<file path="src/rtl/pwm_pkg.sv">
// Shared defaults, update-handshake state encoding and sample-to-duty conversion
// for the multi-channel PWM block.
package pwm_pkg;

  localparam int unsigned CH_DEFAULT    = 2;
  localparam int unsigned SRC_W_DEFAULT = 16;
  localparam int unsigned W_DEFAULT     = 12;
  localparam int unsigned DIV_DEFAULT   = 4;

  typedef enum logic {
    UPD_IDLE    = 1'b0,
    UPD_PENDING = 1'b1
  } upd_state_e;

  // Keep the top w bits of a src_w-bit signed sample and flip the sign bit,
  // turning two's complement into offset binary (0x8000.. -> 0, 0x0000.. -> mid).
  function automatic logic [31:0] to_offset_bin(input logic [31:0] sample,
                                                input int unsigned src_w,
                                                input int unsigned w);
    logic [31:0] duty;
    duty = sample >> (src_w - w);
    duty = duty & ((32'd1 << w) - 32'd1);
    duty = duty ^ (32'd1 << (w - 1));
    return duty;
  endfunction

endpackage

</file>
<file path="src/rtl/pwm_prescaler.sv">
// Clock prescaler: counts 0..DIV-1 while enabled and flags the last count.
module pwm_prescaler
  import pwm_pkg::*;
#(
  parameter int unsigned DIV = DIV_DEFAULT
) (
  input  logic clk,
  input  logic rst,
  input  logic enable,
  output logic tick
);

  localparam int unsigned PW = (DIV > 1) ? $clog2(DIV) : 1;
  localparam logic [PW-1:0] LAST = PW'(DIV - 1);

  logic [PW-1:0] cnt_q, cnt_d;

  always_comb begin
    tick  = enable && (cnt_q == LAST);
    cnt_d = cnt_q;
    if (!enable || tick) begin
      cnt_d = '0;
    end else begin
      cnt_d = cnt_q + 1'b1;
    end
  end

  always_ff @(posedge clk or posedge rst) begin
    if (rst) begin
      cnt_q <= '0;
    end else begin
      cnt_q <= cnt_d;
    end
  end

endmodule

</file>
<file path="src/rtl/pwm_multi_ch.sv">
// Multi-channel PWM with a shared prescaler/counter and shadowed duty updates
// that only take effect at a period wrap (or immediately while stopped).
module pwm_multi_ch
  import pwm_pkg::*;
#(
  parameter int unsigned CH    = CH_DEFAULT,
  parameter int unsigned SRC_W = SRC_W_DEFAULT,
  parameter int unsigned W     = W_DEFAULT,
  parameter int unsigned DIV   = DIV_DEFAULT
) (
  input  logic                  clk,
  input  logic                  rst,
  input  logic                  enable,
  input  logic [CH*SRC_W-1:0]   din,
  input  logic                  din_valid,
  output logic                  din_ready,
  output logic [CH-1:0]         pwm_out,
  output logic                  period_tick
);

  logic          tick;
  logic          wrap;
  logic          xfer;
  logic          load;
  logic [W-1:0]  cnt_q, cnt_d;
  upd_state_e    upd_q, upd_d;
  logic          period_tick_q, period_tick_d;
  logic [CH-1:0] pwm_q, pwm_d;

  pwm_prescaler #(.DIV(DIV)) u_prescaler (
    .clk    (clk),
    .rst    (rst),
    .enable (enable),
    .tick   (tick)
  );

  // A transfer can only happen while idle, so xfer and load never coincide;
  // a transfer on the wrap cycle therefore waits for the following wrap.
  always_comb begin
    wrap          = tick && (cnt_q == '1);
    xfer          = din_valid && (upd_q == UPD_IDLE);
    load          = (upd_q == UPD_PENDING) && (wrap || !enable);
    period_tick_d = wrap;

    cnt_d = cnt_q;
    if (!enable) begin
      cnt_d = '0;
    end else if (tick) begin
      cnt_d = cnt_q + 1'b1;
    end

    upd_d = upd_q;
    if (xfer) begin
      upd_d = UPD_PENDING;
    end else if (load) begin
      upd_d = UPD_IDLE;
    end
  end

  assign din_ready   = (upd_q == UPD_IDLE);
  assign pwm_out     = pwm_q;
  assign period_tick = period_tick_q;

  for (genvar g = 0; g < CH; g++) begin : g_ch
    logic [W-1:0] shadow_q, shadow_d;
    logic [W-1:0] active_q, active_d;

    always_comb begin
      shadow_d = shadow_q;
      if (xfer) begin
        shadow_d = W'(to_offset_bin(32'(din[g*SRC_W +: SRC_W]), SRC_W, W));
      end
      active_d = load ? shadow_q : active_q;
    end

    assign pwm_d[g] = enable && (cnt_q < active_q);

    always_ff @(posedge clk or posedge rst) begin
      if (rst) begin
        shadow_q <= '0;
        active_q <= '0;
      end else begin
        shadow_q <= shadow_d;
        active_q <= active_d;
      end
    end
  end

  always_ff @(posedge clk or posedge rst) begin
    if (rst) begin
      cnt_q         <= '0;
      upd_q         <= UPD_IDLE;
      period_tick_q <= 1'b0;
      pwm_q         <= '0;
    end else begin
      cnt_q         <= cnt_d;
      upd_q         <= upd_d;
      period_tick_q <= period_tick_d;
      pwm_q         <= pwm_d;
    end
  end

endmodule

</file>
<file path="config.mk">
export PLATFORM = sky130hd
export DESIGN_NAME = pwm_multi_ch
export DESIGN_NICKNAME = d
export VERILOG_FILES = /design/src/rtl/pwm_pkg.sv /design/src/rtl/pwm_prescaler.sv /design/src/rtl/pwm_multi_ch.sv
export SDC_FILE = /design/constraint.sdc
export NUM_CORES = 1
export LEC_CHECK = 0
export CAP_MARGIN = 20
export CORE_MARGIN = 2
export CORE_UTILIZATION = 30
export DETAILED_ROUTE_END_ITERATION = 8
export PLACE_DENSITY = 0.52
export SYNTH_ARGS = -nofsm -noshare
export SYNTH_HDL_FRONTEND = slang
export SYNTH_SLANG_ARGS = --single-unit
</file>
<file path="constraint.sdc">
create_clock -name clk -period 2.6 [get_ports clk]
set_clock_uncertainty 0.2 [all_clocks]
set_input_delay 0.39 -clock clk [delete_from_list [all_inputs] [get_ports clk]]
set_output_delay 0.39 -clock clk [all_outputs]
set_load 0.03 [all_outputs]
</file>
Word-level counts from Yosys, hierarchy flattened
Cells that the tools add are included.

cells by class
  $add $sub $neg = 2
  order comparisons = 2
  eq/ne operators = 3
  mux-type cells = 5
  bitwise logic cells = 3
  reduce and logical (&&, ||, !) cells = 10

operators with widths
  kind                                                                     number
  12-bit < comparator                                                      2
  12-bit 2-to-1 mux                                                        2
  12-bit by 1-bit adder with 12-bit output, second input constant          1
  12-bit == test, second input constant                                    1
  1-bit logical AND                                                        6
  1-bit inverter                                                           3
  2-bit by 1-bit adder with 2-bit output, second input constant            1
  2-bit == test, second input constant                                     1
  1-bit logical OR                                                         2
  1-bit 2-to-1 mux                                                         2
  2-bit 2-to-1 mux                                                         1
  2-bit by 1-bit inequality test with 1-bit output, second input constant  1
  2-bit nonzero test                                                       1
  1-bit zero test                                                          1

storage, ports and cells
  bits in registers = 66
  input bits = 36
  output and inout port bits = 4

Logic depth before layout (Yosys ltp)
Gate-level depths: netlist of the first run.

  depth in word-level cells = 7
  mapped depth = 7
  mapped depth without buffers = 6

Modules after synthesis
From an unflattened synthesis of the first run, not the netlist that was laid out.

second synthesis, totals
  cells, all modules = 309
  area, all modules = 3256.9 um^2

by module, submodules not included
  module         times used  cells each  area an instance (um^2)
  pwm_multi_ch   1           302         3161.8
  pwm_prescaler  1           7           95.1

Least setup slack after synthesis of the first run
Ideal clock, no wire load.

  kind = flip-flop to flip-flop
  from = reg cnt_q[1]
  to = reg g_ch[0].active_q[0]
  setup time = 0.125 ns
  arrival time = 1.694 ns
  data required time = 2.275 ns
  setup slack = 0.581 ns
  stages on the path, launching flop included = 7
  period minus slack after synthesis = 2.019 ns
  cell sequence = dfrtp_1 > ha_1 > nand2_2 > o41ai_4 > nand2_2 > buf_6 > mux2_4

on the way
  word-level cells in the longest chain between the ends = 4

RTL lines
  item                    RTL line            source
  from (decl)             pwm_multi_ch.sv:25  logic [W-1:0] cnt_q, cnt_d;
  from (signal assigned)  pwm_multi_ch.sv:96  cnt_q <= cnt_d;
  12-bit == test          pwm_multi_ch.sv:40  wrap = tick && (cnt_q == '1);
  1-bit logical AND       pwm_multi_ch.sv:40
  1-bit logical OR        pwm_multi_ch.sv:42  load = (upd_q == UPD_PENDING) && (wrap || !enable);
  1-bit logical AND       pwm_multi_ch.sv:42
  to (signal assigned)    pwm_multi_ch.sv:84  active_q <= active_d;
  to (decl)               pwm_multi_ch.sv:66  logic [W-1:0] active_q, active_d;

Every way passes these cells.
A chain may end at the register's enable or synchronous reset.

Worst setup path after layout of the first run
  from = reg cnt_q[0]
  to = reg g_ch[1].active_q[2]

on the way
  word-level cells in the longest chain between the ends = 4

RTL lines
  item                  RTL line
  12-bit == test        pwm_multi_ch.sv:40
  1-bit logical AND     pwm_multi_ch.sv:40
  1-bit logical OR      pwm_multi_ch.sv:42
  1-bit logical AND     pwm_multi_ch.sv:42
  to (signal assigned)  pwm_multi_ch.sv:84
  to (decl)             pwm_multi_ch.sv:66

Every way passes these cells.

==> flow_summary.ini, run 1 <==
[status]
status = completed

[global_routing]
grt-busiest-layer = met2
grtUsageMet1_pct = 15.3
antenna_found_initial = 0
grt.total_usage_pct = 11.6
gr-usage-met2_pct = 18.2
grt-ovfl-total = 0
grt_max_degree = 28
grt_pass1_vias = 2237
gr-usage-met3_pct = 3.32
grt_pass1_wl_mm = 10.6

[power_and_ir_drop]
pwr-share-clk_pct = 27.6
p_int_mw = 2.07
switching_power_uw = 790
power_density_nw_per_um2 = 718
vdd.ir_drop.worst_mv = 0.299
comb_power_share_pct = 23.9
p_sw_share_pct = 27.7
p_seq_share_pct = 48.5
leakage_nw = 2.01

[timing]
max_slew_margin_pct = 61.0
fmax_mhz = 454
drv_slew = 0
rsz0062_at_grt = no
timing_hold_violations_final = 0
finalSetupViolCount = 0
worst_pin_slew_ns = 0.570
period_share_pct = 84.6
period_minus_slack_ns = 2.20
fin_tns_setup_ns = 0

[synth]
synth_top_area_cell = dfrtp_1
synth.top_cells.by_area = dfrtp_1 51%, ha_1 9.2%, mux2_4 9.2%, nand2_1 8.6%, inv_1 3.0%
yosysWarnings = 0
synth-seq-cells = 66
synth_top_family_by_area = simple AND/OR/NAND/NOR gates
synth_fp_nets = 362
yosysUniqueCellTypes = 32
yosysTopAreaCellShare_pct = 50.6
muxShareOfSynthArea_pct = 10.9
synth_edf_count = 0
avgSynthCellArea_um2 = 10.8
netlist_instances = 302
synth-compound-area-share_pct = 4.56
synth_async_sr_flop_share_pct = 100
synth-simple-area-share_pct = 17.6
synth_xor_area_share_pct = 2.68
synthesis.area_um2 = 3270
ys.flop_type = dfrtp_1
synthAdderAreaFrac_pct = 9.20
seq_area_frac_synth_pct = 50.6

[floorplanning]
dieArea_um2 = 11700
die_y_um = 108
ios = 40
placementRows = 38
start_util_pct = 30.4
core_area_um2 = 10700
die_w_um = 108

[setup_path]
cp_slowest_cell = dfrtp_1
arrival_ns = 2.22
cp-end-kind = flop
critPathKind = reg2reg
cp_max_fo = 24
cpMostUsedCell = nand2_2
setup.worst_path.start_class = flop
worstPathRequired_ns = 2.62
ff2ff_path_depth = 6
crit_chain = ha_1 > nand2_2 > o41ai_4 > nand2_2 > buf_12 > mux2_4
path_buf_inv = 1
worst-r2r-setup-slack_ns = 0.40
cpPeakStageDelay_ns = 0.46
critPathTopFamily = flip-flops
crit_cells = 6

[drt]
firstDrtPassIters = 3
postRouteAntennaNets = 0
drt-wirelength-per-cell_um = 12.2
wl_mm = 5.96
drt_iter0_drc = 77
vias = 2161
via_per_inst = 4.43
drc = 0

[placement]
port-buffer-count = 31
routabilityCongestion = 0.737
dp.final_hpwl_mm = 4.31
dp_cells = 472

[clock_network]
cts_buffer_depth = 2
clkLatencyLatePin_ns = 0.34
path_clk_slew_ns = 0.07
numCtsBuffers = 9
cts_tree = built
cts-resized-gates = 0
cts_max_level = 3
cts.root.buffer_cell = clkbuf_8
cts.sink_count = 66
hold_buffers = 0
cts_post_setup_buffers_inserted = 0

[final_layout]
final_cell_mix = 75 x nand2_1, 66 x dfrtp_1, 31 x clkdlybuf4s50_1, 25 x inv_1, 24 x ha_1
fillers = 1132
final_common_cell = nand2_1
diodes = 0
syn_to_final_growth_pct = 21.7
drive_gt1_share_pct = 14.4
fin_nets = 403
layout.cells.non_filler = 488

[min_path]
hold_class = in2async

[job]
cap_violations = 0
[path summary, 6_finish.rpt]
check,startpoint,to
worst max-delay path,cnt_q[0],g_ch[1].active_q[2]
worst min-delay path,rst,g_ch[1].active_q[10]
worst max register to register,cnt_q[0],g_ch[1].active_q[2]
worst min register to register,u_prescaler.cnt_q[0],u_prescaler.cnt_q[0]
max in group asynchronous,rst,g_ch[1].active_q[2]
min in group clk,u_prescaler.cnt_q[0],u_prescaler.cnt_q[0]
[sequential cells by signal (all words and copies together) (netlist names)]
name	cells
g_ch.active_q	24
u_prescaler.cnt_q	2
pwm_out	2
upd_q	1
period_tick	1
g_ch.shadow_q	24
cnt_q	12
[metal layers]
layer | routed length (um) | up-vias
met5 | 0 | -
met4 | 72 | 0
met3 | 174 | 10
met2 | 2770 | 26
met1 | 2940 | 1043
li1 | - | 1082
[cells by family after synthesis]
logic type      after synthesis
fa+ha+maj                    24
mux                          25
xor+xnor                     10
flops                        66
simple gates                122
compound gates               21
buf+inv                      34
[through the flow]
stage / utilization [%] / cell area [um2] / worst slack, ns / hold slack, ns / power [mW]
after floorplan: - / 3270 / 0.355 / 0.214 / 1.90
after global placement: 35.3 / 3790 / 0.420 / 0.226 / 2.08
after detailed placement: 35.3 / 3790 / 0.389 / 0.237 / 2.10
after CTS: 37.0 / 3980 / 0.378 / 0.227 / 2.92
after global routing: 37.0 / 3980 / 0.260 / 0.247 / 3.08
final: 37.0 / 3980 / 0.399 / 0.217 / 2.86
[power by group through the flow]
stage | clock (mW) | sequential (mW) | combinational [mW]
5_1_grt | 0.885 | 1.42 | 0.776
4_1_cts | 0.829 | 1.39 | 0.698
6_report | 0.789 | 1.39 | 0.681
2_1_floorplan | 0 | 1.37 | 0.527
3_5_place_dp | 0 | 1.41 | 0.695
3_3_place_gp | 0 | 1.41 | 0.670
[synthesized netlist by cell type (all sizes together) (2+ instances only)]
cell type and instances:
nor2b 2, xor2 6, o21ai 7, nor2 2
ha 24, clkbuf 5, mux2 24, inv 26
dfrtp 66, a21oi 6, buf 3, nand2 77
and2 11, xnor2 4, nand3 7, nand4 7
a21o 2, nor4 7, nor3 2, nand2b 4
a2111oi 3
[area by class of cell]
cell class	count	area [um2]	area share (%)
Inverter	26	97.6	2.46
Timing Repair Buffer	38	400	10.1
Multi-Input combinational cell	202	1470	36.9
Sequential cell	66	1650	41.5
Tap cell	140	175	4.41
Clock buffer	14	173	4.34
Clock inverter	2	10.0	0.252
[worst register-to-register path, stage by stage (launching register included)]
cell,delay (ns)
dfrtp_1,0.46
ha_1,0.24
nand2_2,0.12
o41ai_4,0.44
nand2_2,0.11
buf_12,0.19
mux2_4,0.32
Power figures use the tool's default switching activity.
==> run 2, diff against run 1 <==
--- a/config.mk
+++ b/config.mk
@@ -9,7 +9,7 @@
 export CORE_MARGIN = 2
 export CORE_UTILIZATION = 30
 export DETAILED_ROUTE_END_ITERATION = 8
-export PLACE_DENSITY = 0.52
+export PLACE_DENSITY = 0.54
 export SYNTH_ARGS = -nofsm -noshare
 export SYNTH_HDL_FRONTEND = slang
 export SYNTH_SLANG_ARGS = --single-unit
==> constraint.sdc (replaced) <==
create_clock -name clk -period 2 [get_ports clk]
set_clock_uncertainty 0.2 [all_clocks]
set_input_delay 0.3 -clock clk [delete_from_list [all_inputs] [get_ports clk]]
set_output_delay 0.3 -clock clk [all_outputs]
set_load 0.03 [all_outputs]
==> run 2 against run 1 <==
Net effect:
- count of clock-buffer cells in the layout fell by 3
- worst hold slack worse by 0.0096 ns
- die area is the same
- global-route usage up 0.091 points
- critical path depth shrank 1
- sequential share of layout area fell by 1.4 points
- critical path type unchanged
- via count rose by 2.9%
- utilization increased by 1.3 points
- total power up 28%
- design area is 3.5% higher
==> flow_summary.ini, run 2 (same netlist as run 1, synthesis figures left out) <==
[clock_network]
cts_buffer_depth = 2
cts.sink_count = 66
clkLatencyLatePin_ns = 0.33
cts_tree = built
cts_max_level = 3
numCtsBuffers = 9
hold_buffers = 0
cts.root.buffer_cell = clkbuf_8
path_clk_slew_ns = 0.07

[status]
status = completed

[setup_path]
path_buf_inv = 1
crit_cells = 5
cpPeakStageDelay_ns = 0.46
ff2ff_path_depth = 5
critPathKind = reg2reg
cp-end-kind = flop
worst-r2r-setup-slack_ns = 0.02
arrival_ns = 2.01
worstPathRequired_ns = 2.02
endpoint = g_ch[1].active_q[3]
setup.worst_path.start_class = flop
r2r_start = cnt_q[11]
reg2reg_to = g_ch[1].active_q[3]
cp_slowest_cell = o41ai_4
critPathTopFamily = compound AO/OA/AOI/OAI gates
crit_chain = nand4_1 > o41ai_4 > nand2_2 > buf_12 > mux2_4
crit_start = cnt_q[11]
cp_max_fo = 13

[timing]
rsz0062_at_grt = yes
timing.hold.ws_ns = 0.207
finalSetupViolCount = 0
period_share_pct = 99.2
drv_slew = 0
fmax_mhz = 504
period_minus_slack_ns = 1.98
fin_ws_ns = 0.0152
worst_pin_slew_ns = 0.364
max_slew_margin_pct = 75.7
timing_hold_violations_final = 0
fin_tns_setup_ns = 0

[drt]
drt-wirelength-per-cell_um = 12.2
vias = 2224
wl_mm = 6.17
drt_iter0_drc = 49
drc = 0
via_per_inst = 4.40
firstDrtPassIters = 4
postRouteAntennaNets = 0

[final_layout]
fin_util_pct = 38.3
final_cell_mix = 75 x nand2_1, 65 x dfrtp_1, 30 x clkdlybuf4s50_1, 25 x inv_1
reg_top3 = g_ch.active_q x24, g_ch.shadow_q x24, cnt_q x12
multi_input_area_um2 = 1490
drive_gt1_share_pct = 20.2
fillers = 1118
seq_area_um2 = 1650
diodes = 0
final_common_cell = nand2_1
syn_to_final_growth_pct = 26.0
fin_nets = 422

[power_and_ir_drop]
leakage_nw = 2.09
finalPower_mw = 3.66
vdd.ir_drop.worst_mv = 0.353
power_density_nw_per_um2 = 889

[global_routing]
grt_pass1_vias = 2282
grt.total_usage_pct = 11.7
grt_pass1_wl_mm = 10.6
grt_max_degree = 67
grt-ovfl-total = 0
antenna_found_initial = 0

[placement]
dp.final_hpwl_mm = 4.38
port-buffer-count = 31
place_ws_ns = -0.0366
routabilityCongestion = 0.798

[floorplanning]
die_y_um = 108
dieArea_um2 = 11700
start_util_pct = 30.4
core_area_um2 = 10700
ios = 40
placementRows = 38
die_w_um = 108

[min_path]
hold_class = in2async

[job]
cap_violations = 0
## run 2: cell types whose count changed in the layout (fill, tap and decap cells not counted), sizes merged
cell / delta
buf: +19
clkbuf: -3
clkdlybuf4s50: -1
clkinv: +2
clkinvlp: +1
dlygate4sd2: +1
inv: -1
## run 2: metrics by stage
step	cells	instance area, um2
floorplan	302	3280
global placement	486	3910
detailed placement	486	3910
CTS	503	4080
global route	506	4110
finish	506	4110
## run 2: routing by layer
layer,vias to the layer above,global-route usage (%),wire (um)
met3,9,3.74,239
met1,1068,15.3,2990
li1,1120,-,-
met4,0,3.57,67
met2,27,18.5,2870
met5,-,0,0
## run 2: worst min-delay path: stages
cell and delay, ns:
clkdlybuf4s50_1 0.45, clkinvlp_4 0.10, buf_12 0.30
## run 2: worst min-delay path by stage
stage	startpoint	endpoint	slack [ns]	depth (start not counted)
floorplan	din[4]	g_ch[0].shadow_q[0]	0.21	2
global placement	u_prescaler.cnt_q[0]	u_prescaler.cnt_q[0]	0.23	1
detailed placement	u_prescaler.cnt_q[0]	u_prescaler.cnt_q[0]	0.24	1
CTS	rst	g_ch[1].active_q[1]	0.23	3
global route	rst	g_ch[1].shadow_q[5]	0.25	3
finish	rst	g_ch[1].shadow_q[2]	0.21	3
## run 2: area by class of cell
type	instances	area share [%]
clock buffers	11	3.19
clock inverters	4	0.487
inverters	26	2.46
multi-input cells	202	36.3
flip-flops and latches	66	40.2
well taps	140	4.26
repair buffers	57	13.2
## run 2: where the power goes
part,switching (mW),internal (mW)
registers,0.166,1.64
clock network,0.489,0.435
logic,0.406,0.526
total,1.06,2.60
## run 2: timing repair
item	in CTS	in global routing
gates resized for setup	4	4
endpoints found under the setup margin	24	26
setup buffers	2	3
cloned	0	0
pin swaps	1	1
==> run 3, diff against run 2 <==
--- a/config.mk
+++ b/config.mk
@@ -9,7 +9,8 @@
 export CORE_MARGIN = 2
 export CORE_UTILIZATION = 30
 export DETAILED_ROUTE_END_ITERATION = 8
-export PLACE_DENSITY = 0.54
+export PLACE_DENSITY = 0.52
 export SYNTH_ARGS = -nofsm -noshare
 export SYNTH_HDL_FRONTEND = slang
+export SYNTH_HIERARCHICAL = 1
 export SYNTH_SLANG_ARGS = --single-unit
==> constraint.sdc (replaced) <==
create_clock -name clk -period 1.95 [get_ports clk]
set_clock_uncertainty 0.2 [all_clocks]
set_input_delay 0.2925 -clock clk [delete_from_list [all_inputs] [get_ports clk]]
set_output_delay 0.2925 -clock clk [all_outputs]
set_load 0.03 [all_outputs]
==> run 3 against run 2 <==
Net effect:
- final cell count increased by 4.5%
- flip-flop and latch count stayed put
- critical path depth grew 3
- the flow now finishes with violations (negative setup slack)
- sequential power increased by 3%
- clock power up 49%
- total power up 17%
- synthesized cell count is 2.3% higher
- count of clock-buffer cells in the layout unchanged
- utilization is 3.0 points higher
- setup slack lost 0.023 ns
==> flow_summary.ini, run 3 <==
[drt]
drc = 0
wl_mm = 7.05
via_per_inst = 4.60
firstDrtPassIters = 4
vias = 2431
postRouteAntennaNets = 0
drt-wirelength-per-cell_um = 13.3
drt_iter0_drc = 160

[power_and_ir_drop]
power_density_nw_per_um2 = 966
leakage_nw = 2.19
finalPower_mw = 4.27
vdd.ir_drop.worst_mv = 0.378

[clock_network]
cts.root.buffer_cell = clkbuf_8
cts.sink_count = 66
clkLatencyLatePin_ns = 0.35
numCtsBuffers = 9
path_clk_slew_ns = 0.07
cts_tree = built
cts_buffer_depth = 2
cts_max_level = 3

[synth]
synth_edf_count = 0
synth.top_cells.by_area = dfrtp_1 51%, ha_1 9.2%, mux2_4 9.2%, nand2_1 8.6%, inv_1 3.1%
avgSynthCellArea_um2 = 10.5
synth-seq-cells = 66
yosysTopAreaCellShare_pct = 50.7
netlist_instances = 309
synth_fp_nets = 369
synthesis.area_um2 = 3260
yosysUniqueCellTypes = 33
synthTopCellsByCount = 75 x nand2_1, 66 x dfrtp_1, 27 x inv_1, 24 x ha_1, 20 x mux2_4
synth_most_common_cell = nand2_1
ys.flop_type = dfrtp_1
seq_area_frac_synth_pct = 50.7
synth_top_area_cell = dfrtp_1
synth_async_sr_flop_share_pct = 100
yosysWarnings = 6

[final_layout]
drive_gt1_share_pct = 24.7
syn_to_final_growth_pct = 35.7
final_cell_mix = 75 x nand2_1, 65 x dfrtp_1, 33 x buf_4, 30 x clkdlybuf4s50_1, 26 x inv_1
reg_top3 = g_ch.active_q x24, g_ch.shadow_q x24, cnt_q x12
stdcell_area_um2 = 4420
diodes = 0
fin_nets = 444
layout.cells.non_filler = 529
final_common_cell = nand2_1

[setup_path]
critPathTopFamily = flip-flops
r2r_start = u_prescaler/cnt_q[0]
reg2reg_to = g_ch[0].active_q[4]
arrival_ns = 1.99
cpPeakStageDelay_ns = 0.38
crit_chain = ha_2 > and2_4 > nand3_4 > nor4_4 > buf_4 > a21oi_4 > buf_12 > mux2_4
crit_cells = 8
cp_max_fo = 6
setup.worst_path.start_class = flop
worst-r2r-setup-slack_ns = -0.008
crit_start = u_prescaler/cnt_q[0]
path_buf_inv = 2
cp-end-kind = flop
critPathKind = reg2reg
ff2ff_path_depth = 8
cp_slowest_cell = dfrtp_1
worstPathRequired_ns = 1.98
endpoint = g_ch[0].active_q[4]

[timing]
worst_pin_slew_ns = 0.404
timing_hold_violations_final = 0
period_share_pct = 100
fin_ws_ns = -0.00809
finalSetupViolCount = 6
max_slew_margin_pct = 73.0
drv_slew = 0
rsz0062_at_grt = yes
fmax_mhz = 511
period_minus_slack_ns = 1.96

[status]
violations = negative setup slack
status = finished, violations left

[job]
cap_violations = 0

[global_routing]
grt-ovfl-total = 0
grt.total_usage_pct = 13.6
antenna_found_initial = 0
grt_pass1_vias = 2485
grt_max_degree = 28
grt_pass1_wl_mm = 12.1

[placement]
dp.final_hpwl_mm = 5.00
dp_cells = 503
port-buffer-count = 31
placement.cell_area_um2 = 3970
routabilityCongestion = 0.770

[floorplanning]
start_util_pct = 30.4
die_y_um = 108
core_area_um2 = 10700
die_w_um = 108
dieArea_um2 = 11700
ios = 40
placementRows = 38

[min_path]
hold_class = in2reg
-- run 3: cell count changes in the layout (fill, tap and decap cells not counted), sizes merged, moves of 3 or more --
cell,before,now
xnor2,4,1
a21oi,6,11
and2,11,4
buf,26,40
clkinv,4,1
bufinv,0,3
nor2,2,10
nand4,7,10
-- run 3: repair_timing --
item,4_1_cts,5_1_grt
pin swaps,5,4
gates resized for setup,18,6
endpoints found under the setup margin,28,31
endpoints found under the hold margin,2,0
hold buffers,1,0
gates cloned,1,0
setup buffers,7,2
-- run 3: per-layer routing --
metal / up-vias / GRT usage (%) / wire length, um
met5: - / 0 / 0
met4: 0 / 6.23 / 181
met3: 15 / 3.01 / 203
met2: 33 / 22.6 / 3500
met1: 1199 / 16.9 / 3170
li1: 1184 / - / -
-- run 3: layout make-up --
| cell class | count | area [um2] |
|---|---|---|
| clock buffers | 11 | 131 |
| fillers | 1027 | 6280 |
| inverters | 27 | 105 |
| well taps | 140 | 175 |
| clock inverters | 5 | 103 |
| repair buffers | 71 | 674 |
| flip-flops and latches | 66 | 1650 |
| multi-input cells | 209 | 1580 |
-- run 3: power breakdown --
group	internal (mW)	total, mW	switching [mW]
Sequential	1.68	1.86	0.182
Clock	0.848	1.38	0.532
Combinational	0.594	1.03	0.436
Total	3.12	4.27	1.15
-- run 3: worst min-delay path, cell delays in order --
cell             delay, ns
clkdlybuf4s50_1       0.39
nand2_1               0.05
nand2_1               0.04
-- run 3: cell families (layout without fill, tap and decap cells) --
logic type | count (synthesis) | in the layout | share of synthesized area (%)
buf+inv | 35 | 114 | 4.49
compound gates | 25 | 26 | 4.61
mux | 25 | 25 | 10.9
xor+xnor | 8 | 8 | 2.15
simple gates | 126 | 126 | 17.9
flops | 66 | 66 | 50.7
fa+ha+maj | 24 | 24 | 9.22
-- run 3: per-stage QoR --
step           setup slack (ns)  setup TNS [ns]  utilization (%)  hold WS, ns
2_1_floorplan           0.00464               0                -       -0.166
3_3_place_gp             -0.606          -14.41             37.1        0.261
3_5_place_dp             -0.671          -16.01             37.1        0.265
4_1_cts                0.000318               0             41.1        0.252
5_1_grt                 -0.0713           -1.26             41.3        0.263
6_report               -0.00809         -0.0325             41.3        0.265
-- run 3: worst min path at each step --
stage          depth (start not counted)  slack [ns]                start                   end
6_report                               3        0.27              din[29]   g_ch[1].shadow_q[9]
4_1_cts                                3        0.25              din[29]   g_ch[1].shadow_q[9]
3_3_place_gp                           2        0.26  g_ch[1].shadow_q[1]   g_ch[1].shadow_q[1]
2_1_floorplan                          1       -0.17                  rst  u_prescaler/cnt_q[0]
3_5_place_dp                           2        0.27  g_ch[1].shadow_q[1]   g_ch[1].shadow_q[1]
5_1_grt                                3        0.26               din[7]   g_ch[0].shadow_q[3]
